<file path="src/rtl/muldiv_unit.sv">
// muldiv_unit: iterative 34-cycle multiply/divide producing {HI, LO} for the register file double-write port
module muldiv_unit #(
    parameter int DATA_WIDTH = 32
) (
    input  logic                      clk,
    input  logic                      rst,
    input  logic                      start,
    input  logic [1:0]                op,
    input  logic [DATA_WIDTH-1:0]     src_a,
    input  logic [DATA_WIDTH-1:0]     src_b,
    input  logic                      cancel,
    output logic                      busy,
    output logic                      double_en,
    output logic [2*DATA_WIDTH-1:0]   double_wdata
);
    localparam int W  = DATA_WIDTH;
    localparam int CW = $clog2(W);

    typedef enum logic [1:0] {IDLE, CALC, FIX, DONE} state_t;

    state_t          state_q, state_d;
    logic [CW-1:0]   cnt_q, cnt_d;
    logic            is_div_q, is_div_d, neg_q, neg_d, rneg_q, rneg_d, dbz_q, dbz_d;
    logic [W-1:0]    m_q, m_d, hi_q, hi_d, lo_q, lo_d;
    logic            busy_q, busy_d, den_q, den_d;
    logic [2*W-1:0]  wdata_q, wdata_d;

    logic            signed_op, ge;
    logic [W-1:0]    a_abs, b_abs, diff, quo, rem;
    logic [W:0]      sum, trial;
    logic [2*W-1:0]  prod, result;

    always_comb begin
        signed_op = ~op[0];
        a_abs     = (signed_op && src_a[W-1]) ? -src_a : src_a;
        b_abs     = (signed_op && src_b[W-1]) ? -src_b : src_b;
        // multiply: add multiplicand into the upper half, then shift the whole accumulator right
        sum       = {1'b0, hi_q} + (lo_q[0] ? {1'b0, m_q} : '0);
        // divide: shift next dividend bit into the partial remainder and try subtracting the divisor
        trial     = {hi_q, lo_q[W-1]};
        ge        = trial >= {1'b0, m_q};
        diff      = trial[W-1:0] - m_q;
        prod      = {hi_q, lo_q};
        quo       = dbz_q ? '1 : (neg_q ? -lo_q : lo_q);
        rem       = rneg_q ? -hi_q : hi_q;
        result    = is_div_q ? {rem, quo} : (neg_q ? -prod : prod);
        state_d   = state_q;
        cnt_d     = cnt_q;
        is_div_d  = is_div_q;
        neg_d     = neg_q;
        rneg_d    = rneg_q;
        dbz_d     = dbz_q;
        m_d       = m_q;
        hi_d      = hi_q;
        lo_d      = lo_q;
        busy_d    = busy_q;
        den_d     = den_q;
        wdata_d   = wdata_q;
        case (state_q)
            IDLE: if (start) begin
                is_div_d = op[1];
                neg_d    = signed_op & (src_a[W-1] ^ src_b[W-1]);
                rneg_d   = signed_op & src_a[W-1];
                dbz_d    = op[1] && (src_b == '0);
                m_d      = op[1] ? b_abs : a_abs;
                lo_d     = op[1] ? a_abs : b_abs;
                hi_d     = '0;
                cnt_d    = '0;
                busy_d   = 1'b1;
                state_d  = CALC;
            end
            CALC: begin
                hi_d    = is_div_q ? (ge ? diff : trial[W-1:0]) : sum[W:1];
                lo_d    = is_div_q ? {lo_q[W-2:0], ge} : {sum[0], lo_q[W-1:1]};
                cnt_d   = cnt_q + 1'b1;
                state_d = (cnt_q == CW'(W-1)) ? FIX : CALC;
            end
            FIX: begin
                wdata_d = result;
                den_d   = 1'b1;
                state_d = DONE;
            end
            default: begin
                den_d   = 1'b0;
                busy_d  = 1'b0;
                state_d = IDLE;
            end
        endcase
        if (cancel) begin
            state_d = IDLE;
            busy_d  = 1'b0;
            den_d   = 1'b0;
        end
    end

    always_ff @(posedge clk or posedge rst) begin
        if (rst) begin
            state_q  <= IDLE;
            cnt_q    <= '0;
            is_div_q <= 1'b0;
            neg_q    <= 1'b0;
            rneg_q   <= 1'b0;
            dbz_q    <= 1'b0;
            m_q      <= '0;
            hi_q     <= '0;
            lo_q     <= '0;
            busy_q   <= 1'b0;
            den_q    <= 1'b0;
            wdata_q  <= '0;
        end else begin
            state_q  <= state_d;
            cnt_q    <= cnt_d;
            is_div_q <= is_div_d;
            neg_q    <= neg_d;
            rneg_q   <= rneg_d;
            dbz_q    <= dbz_d;
            m_q      <= m_d;
            hi_q     <= hi_d;
            lo_q     <= lo_d;
            busy_q   <= busy_d;
            den_q    <= den_d;
            wdata_q  <= wdata_d;
        end
    end

    assign busy         = busy_q;
    assign double_en    = den_q;
    assign double_wdata = wdata_q;
endmodule
</file>
<file path="config.mk">
export PLATFORM = sky130hd
export DESIGN_NAME = muldiv_unit
export DESIGN_NICKNAME = d
export VERILOG_FILES = /design/src/rtl/muldiv_unit.sv
export SDC_FILE = /design/constraint.sdc
export NUM_CORES = 1
export LEC_CHECK = 0
export ABC_AREA = 0
export CAP_MARGIN = 10
export CORE_UTILIZATION = 35
export CTS_CLUSTER_SIZE = 8
export DETAILED_ROUTE_END_ITERATION = 12
export MAX_ROUTING_LAYER = met4
export SETUP_SLACK_MARGIN = 0.5
export SYNTH_ARGS = -nofsm -noshare
export SYNTH_HDL_FRONTEND = slang
export SYNTH_SLANG_ARGS = --single-unit
</file>
<file path="constraint.sdc">
create_clock -name clk -period 7.85 [get_ports clk]
set_input_delay 0.785 -clock clk [delete_from_list [all_inputs] [get_ports clk]]
set_output_delay 0.785 -clock clk [all_outputs]
set_load 0.02 [all_outputs]
</file>
; ---- Word level (Yosys, flattened, before mapping)
; Index checks and enable logic that the tools add are counted.
[op_classes]
n_addsub = 8
multipliers = 0
n_div = 0
magnitude_cmp = 1
eq_ne = 7
shift = 0
mux = 28
n_bitwise = 4
reduce_logical = 11
[op_table]
columns = op, count
row1 = two-way mux 32 bit, 13
row2 = two-way mux 64 bit, 2
row3 = negation 32 bit, 4
row4 = case mux 32 bit (2 select lines), 2
row5 = negation 64 bit, 1
row6 = adder 32 x 32 -> 33 bit, 1
row7 = greater-or-equal comparator 33 x 32 -> 1 bit, 1
row8 = zero test 32 bit, 1
row9 = subtractor 32 bit, 1
row10 = case mux 5 bit (2 select lines), 1
row11 = two-way mux 2 bit, 3
row12 = case mux 2 bit (3 select lines), 1
row13 = AND reduction 2 bit, 3
row14 = "adder 5 x 1 -> 5 bit, second input constant", 1
row15 = "== test 5 bit, second input constant", 1
row16 = two-way mux 5 bit, 1
row17 = "inequality test 2 x 1 -> 1 bit, second input constant", 2
row18 = case mux 1 bit (2 select lines), 2
row19 = OR reduction 2 bit, 2
row20 = logical AND 1 bit, 3
row21 = two-way mux 1 bit, 3
row22 = "inequality test 3 bit, second input constant", 1
row23 = bitwise AND 1 bit, 2
row24 = "== test 2 x 1 -> 1 bit, second input constant", 1
row25 = other kinds (6), 6
[totals]
ff_bits = 173
latchBits = 0
mem_bits_rw = 0
mem_bits_ro = 0
inputBits = 70
mem_count = 0

; ---- Depth between registers and ports, before layout
[depth]
word_depth = 6
mapped_depth = 15

; ---- Least setup slack after synthesis
; No wires, ideal clock.
[synth_path]
path_kind = input to register
from = input port src_a[4]
to = register m_q[29]
arrival_time_ns = 3.072
t_required_ns = 7.718
path_slack_ns = 4.646
path_stages = 10
cell_sequence = or4_1 -> nor4_1 -> nand2_1 -> nor4_1 -> nand2_1 -> o31ai_1 -> xor2_1 -> nor2_1 -> a21oi_1 -> o21ai_1
[synth_between]
elab_chain_len = 3
[synth_rtl]
columns = item, line
row1 = from (decl), 9  ; input logic [DATA_WIDTH-1:0] src_a,
row2 = negation 32 bit, 35  ; a_abs = (signed_op && src_a[W-1]) ? -src_a : src_a;
row3 = two-way mux 32 bit, 35
row4 = two-way mux 32 bit, 65  ; m_d = op[1] ? b_abs : a_abs;
row5 = to (signal assigned), 117  ; m_q <= m_d;
row6 = to (decl), 24  ; logic [W-1:0] m_q, m_d, hi_q, hi_d, lo_q, lo_d;
; No other way between the ends.
; A chain may end at the register's enable or synchronous reset.

; ---- Worst setup path after layout
; Same ends and word-level chain as after synthesis.

==> impl_metrics.json <==
{
  "outcome": "completed",
  "ys_seq_elements": 173,
  "synth-async-reset-ratio_pct": 100.0,
  "synthMuxAreaShare_pct": 5.783,
  "place_hpwl_mm": 35.62,
  "synth-edff-count": 0,
  "syn_avg_cell_area_um2": 7.994,
  "drc_errors": 0,
  "setup_slack_ns": 3.703,
  "p_leak_nw": 7.179,
  "finalCritPeriodShare_pct": 52.83,
  "cts_max_path_buffers": 2,
  "die_h_um": 204.1,
  "synthSimpleGateAreaFrac_pct": 17.61,
  "vias_per_cell": 5.620,
  "fin_nets": 2009,
  "finalMaxSlewViolations": 0,
  "gr-usage-met3_pct": 2.599,
  "setup_viol": 0,
  "setup-tns-final_ns": 0,
  "first_pass_iters": 7,
  "synth_top_family_by_area": "compound AO/OA/AOI/OAI gates",
  "finalWeightedCongestion": 0.9291,
  "core_um2": 40010,
  "min_path_type": "reg -> reg",
  "final.fill_count": 4063,
  "syn_inst": 1789,
  "multiInputGateArea_um2": 9366,
  "postCtsSetupRepairBufs": 0,
  "cp.arrival_ns": 4.47,
  "vias": 13493,
  "synth-xor-area-share_pct": 10.72,
  "chipWidth_um": 204.1,
  "slew_headroom_pct": 29.14,
  "clock.fmax_ghz": 0.2411,
  "ys.flop_type": "dfrtp_1",
  "cts-root-buf": "clkbuf_16",
  "critical_path.max_fanout": 5,
  "dp.cells": 2369,
  "antenna_found_initial": 0,
  "ys.warnings.count": 0,
  "syn_to_final_growth_pct": 16.66,
  "cts-buffers-inserted": 17,
  "max_cap_violations": 0,
  "ant_nets": 0,
  "grt_pass1_vias": 13002,
  "syn_area_um2": 14300,
  "rows": 73,
  "cts_max_level": 4,
  "ff_latch_area_um2": 4330,
  "cts_resized": 0,
  "crit_path_end_kind": "flop",
  "cts_tree": "done",
  "clock_latency_ns": 0.46,
  "power_density_nw_per_um2": 240.6,
  "period_minus_slack_ns": 4.147,
  "dp_slack_ns": 3.317,
  "clk_pin_slew_ns": 0.08,
  "cts_hold_buf": 0,
  "grt-ovfl-total": 0,
  "yosysUniqueCellTypes": 79,
  "synth_compound_area_share_pct": 24.44,
  "grt_use_met1_pct": 32.54,
  "synth_fa_ha_area_share_pct": 6.754,
  "rsz0062_at_grt": "no",
  "start_util_pct": 35.75,
  "track_usage_pct": 23.55,
  "r2r_slack_ns": 3.73,
  "ys_seq_area_share_pct": 30.27,
  "syn_nets": 1935,
  "pin_count": 136,
  "layout.cells.non_filler": 2401,
  "cts_sinks": 173,
  "busiest_layer": "met2",
  "portBuffers": 135,
  "wirelength_mm": 46.58,
  "grt_pass1_wl_mm": 74.75,
  "drive_above_1_share_pct": 6.663,
  "report.final.hold_viol_count": 0,
  "setup.worst_path.class": "in -> reg",
  "die_area_um2": 41670,
  "use_met2_pct": 36.69,
  "diodes": 0,
  "tightest_slew_ns": 1.059,
  "grt_start_max_net_pins": 111,
  "ir_worst_vdd_mv": 0.1316,
  "final.setup_skew_ns": 0.01414,
  "required_ns": 8.17,
  "p_total_mw": 4.013,
  "post_drt_wl_per_cell_um": 19.40,
  "first_iter_violations": 1104,
  "start_kind": "primary input"
}
report_power, final:
| group | switching, mW | internal (mW) |
|---|---|---|
| sequential | 0.235 | 1.01 |
| clock | 0.433 | 0.432 |
| combinational | 1.15 | 0.756 |
metrics by stage:
stage | area [um^2] | util [%] | hold WS (ns)
finish | 16680 | 41.70 | 0.4782
global route | 16680 | 41.70 | 0.5020
CTS | 16680 | 41.70 | 0.4780
detailed placement | 16100 | 40.23 | 0.4631
global placement | 16100 | 40.23 | 0.4602
floorplan | 14300 | - | 0.4370
path summary, 6_finish.rpt:
kind / end / depth (start not counted) / start
worst min-delay path: cnt_q[3] / 1 / cnt_q[3]
worst min register to register: cnt_q[3] / 1 / cnt_q[3]
worst max-delay path: m_q[29] / 11 / src_a[4]
min in group asynchronous: state_q[0] / 2 / rst
worst max register to register: hi_q[27] / 14 / lo_q[0]
max in group asynchronous: is_div_q / 3 / rst
Yosys cell counts (24+ instances only):
cell type	instances	area, um^2
a211oi_1	24	180.2
xnor2_1	72	630.6
a22oi_1	32	240.2
a21o_1	32	240.2
dfrtp_1	173	4329
o31ai_1	27	202.7
xor2_1	103	902.1
mux2i_1	41	410.4
clkbuf_1	84	315.3
a21oi_1	204	1021
nor2_1	225	844.6
o21ai_0	151	755.7
ha_1	74	925.9
mux2_2	37	416.7
nand2_1	135	506.7
nor3_1	44	220.2
inv_1	67	251.5
area by class of cell:
| class | instances | share of cell area, % |
|---|---|---|
| multi-input cells | 1450 | 56.14 |
| flip-flops and latches | 173 | 25.96 |
| repair buffers | 153 | 8.880 |
| well taps | 525 | 3.937 |
| clock buffers | 18 | 2.632 |
| inverters | 68 | 1.560 |
| clock inverters | 14 | 0.8925 |
metal layers:
| metal | vias up | wire length (um) |
|---|---|---|
| met5 | - | 0 |
| met4 | 0 | 671 |
| li1 | 6546 | - |
| met1 | 6519 | 22400 |
| met2 | 384 | 21500 |
| met3 | 44 | 2010 |
cells by family after synthesis:
group                    Yosys count
AO/OA/AOI/OAI                    576
flip-flops                       173
XOR/XNOR                         175
multiplexers                      78
adder cells (fa/ha/maj)           76
buffers and inverters            166
AND/OR/NAND/NOR                  545
critical path, cell delays in order:
cell             delay [ns]
clkdlybuf4s50_1        0.46
or4_1                  0.61
nor4_1                 0.80
nand2_1                0.17
nor4_1                 0.55
nand2_1                0.28
o31ai_1                0.32
xor2_1                 0.21
nor2_1                 0.06
a21oi_1                0.16
o21ai_1                0.07
sequential cells by signal (all words and copies together), names as in the netlist:
register      count
hi_q             32
is_div_q          1
m_q              32
rneg_q            1
busy              1
lo_q             32
cnt_q             5
state_q           2
double_wdata     64
dbz_q             1
double_en         1
neg_q             1
cells in the final DEF, fill, tap and decap left out, types with 4 or more instances in the layout:
cell type | synthesis | final
nand2_1 | 135 | 134
or4_1 | 14 | 14
mux2_2 | 37 | 37
o21bai_1 | 5 | 5
inv_6 | 0 | 5
a22o_1 | 4 | 4
and2_1 | 9 | 9
clkbuf_16 | 0 | 17
o211ai_1 | 9 | 9
nor2_1 | 225 | 223
or3_1 | 11 | 11
o221ai_1 | 4 | 4
xnor2_1 | 72 | 72
o21ai_1 | 9 | 8
or2_2 | 7 | 7
clkdlybuf4s50_1 | 0 | 134
o31ai_1 | 27 | 27
a21oi_1 | 204 | 204
xor2_1 | 103 | 103
ha_1 | 74 | 72
inv_1 | 67 | 66
buf_4 | 1 | 18
a31oi_1 | 12 | 12
mux2i_1 | 41 | 41
nor2b_1 | 15 | 15
nand4_1 | 9 | 9
nand3_1 | 23 | 23
a22oi_1 | 32 | 32
a211oi_1 | 24 | 24
o21ai_0 | 151 | 151
clkinv_4 | 0 | 4
and3_1 | 10 | 10
a21o_1 | 32 | 32
nand2b_1 | 15 | 15
nor3_1 | 44 | 44
o41ai_1 | 7 | 7
nor4_1 | 8 | 8
o21a_1 | 16 | 16
dfrtp_1 | 173 | 172
Power figures use the tool's default switching activity.
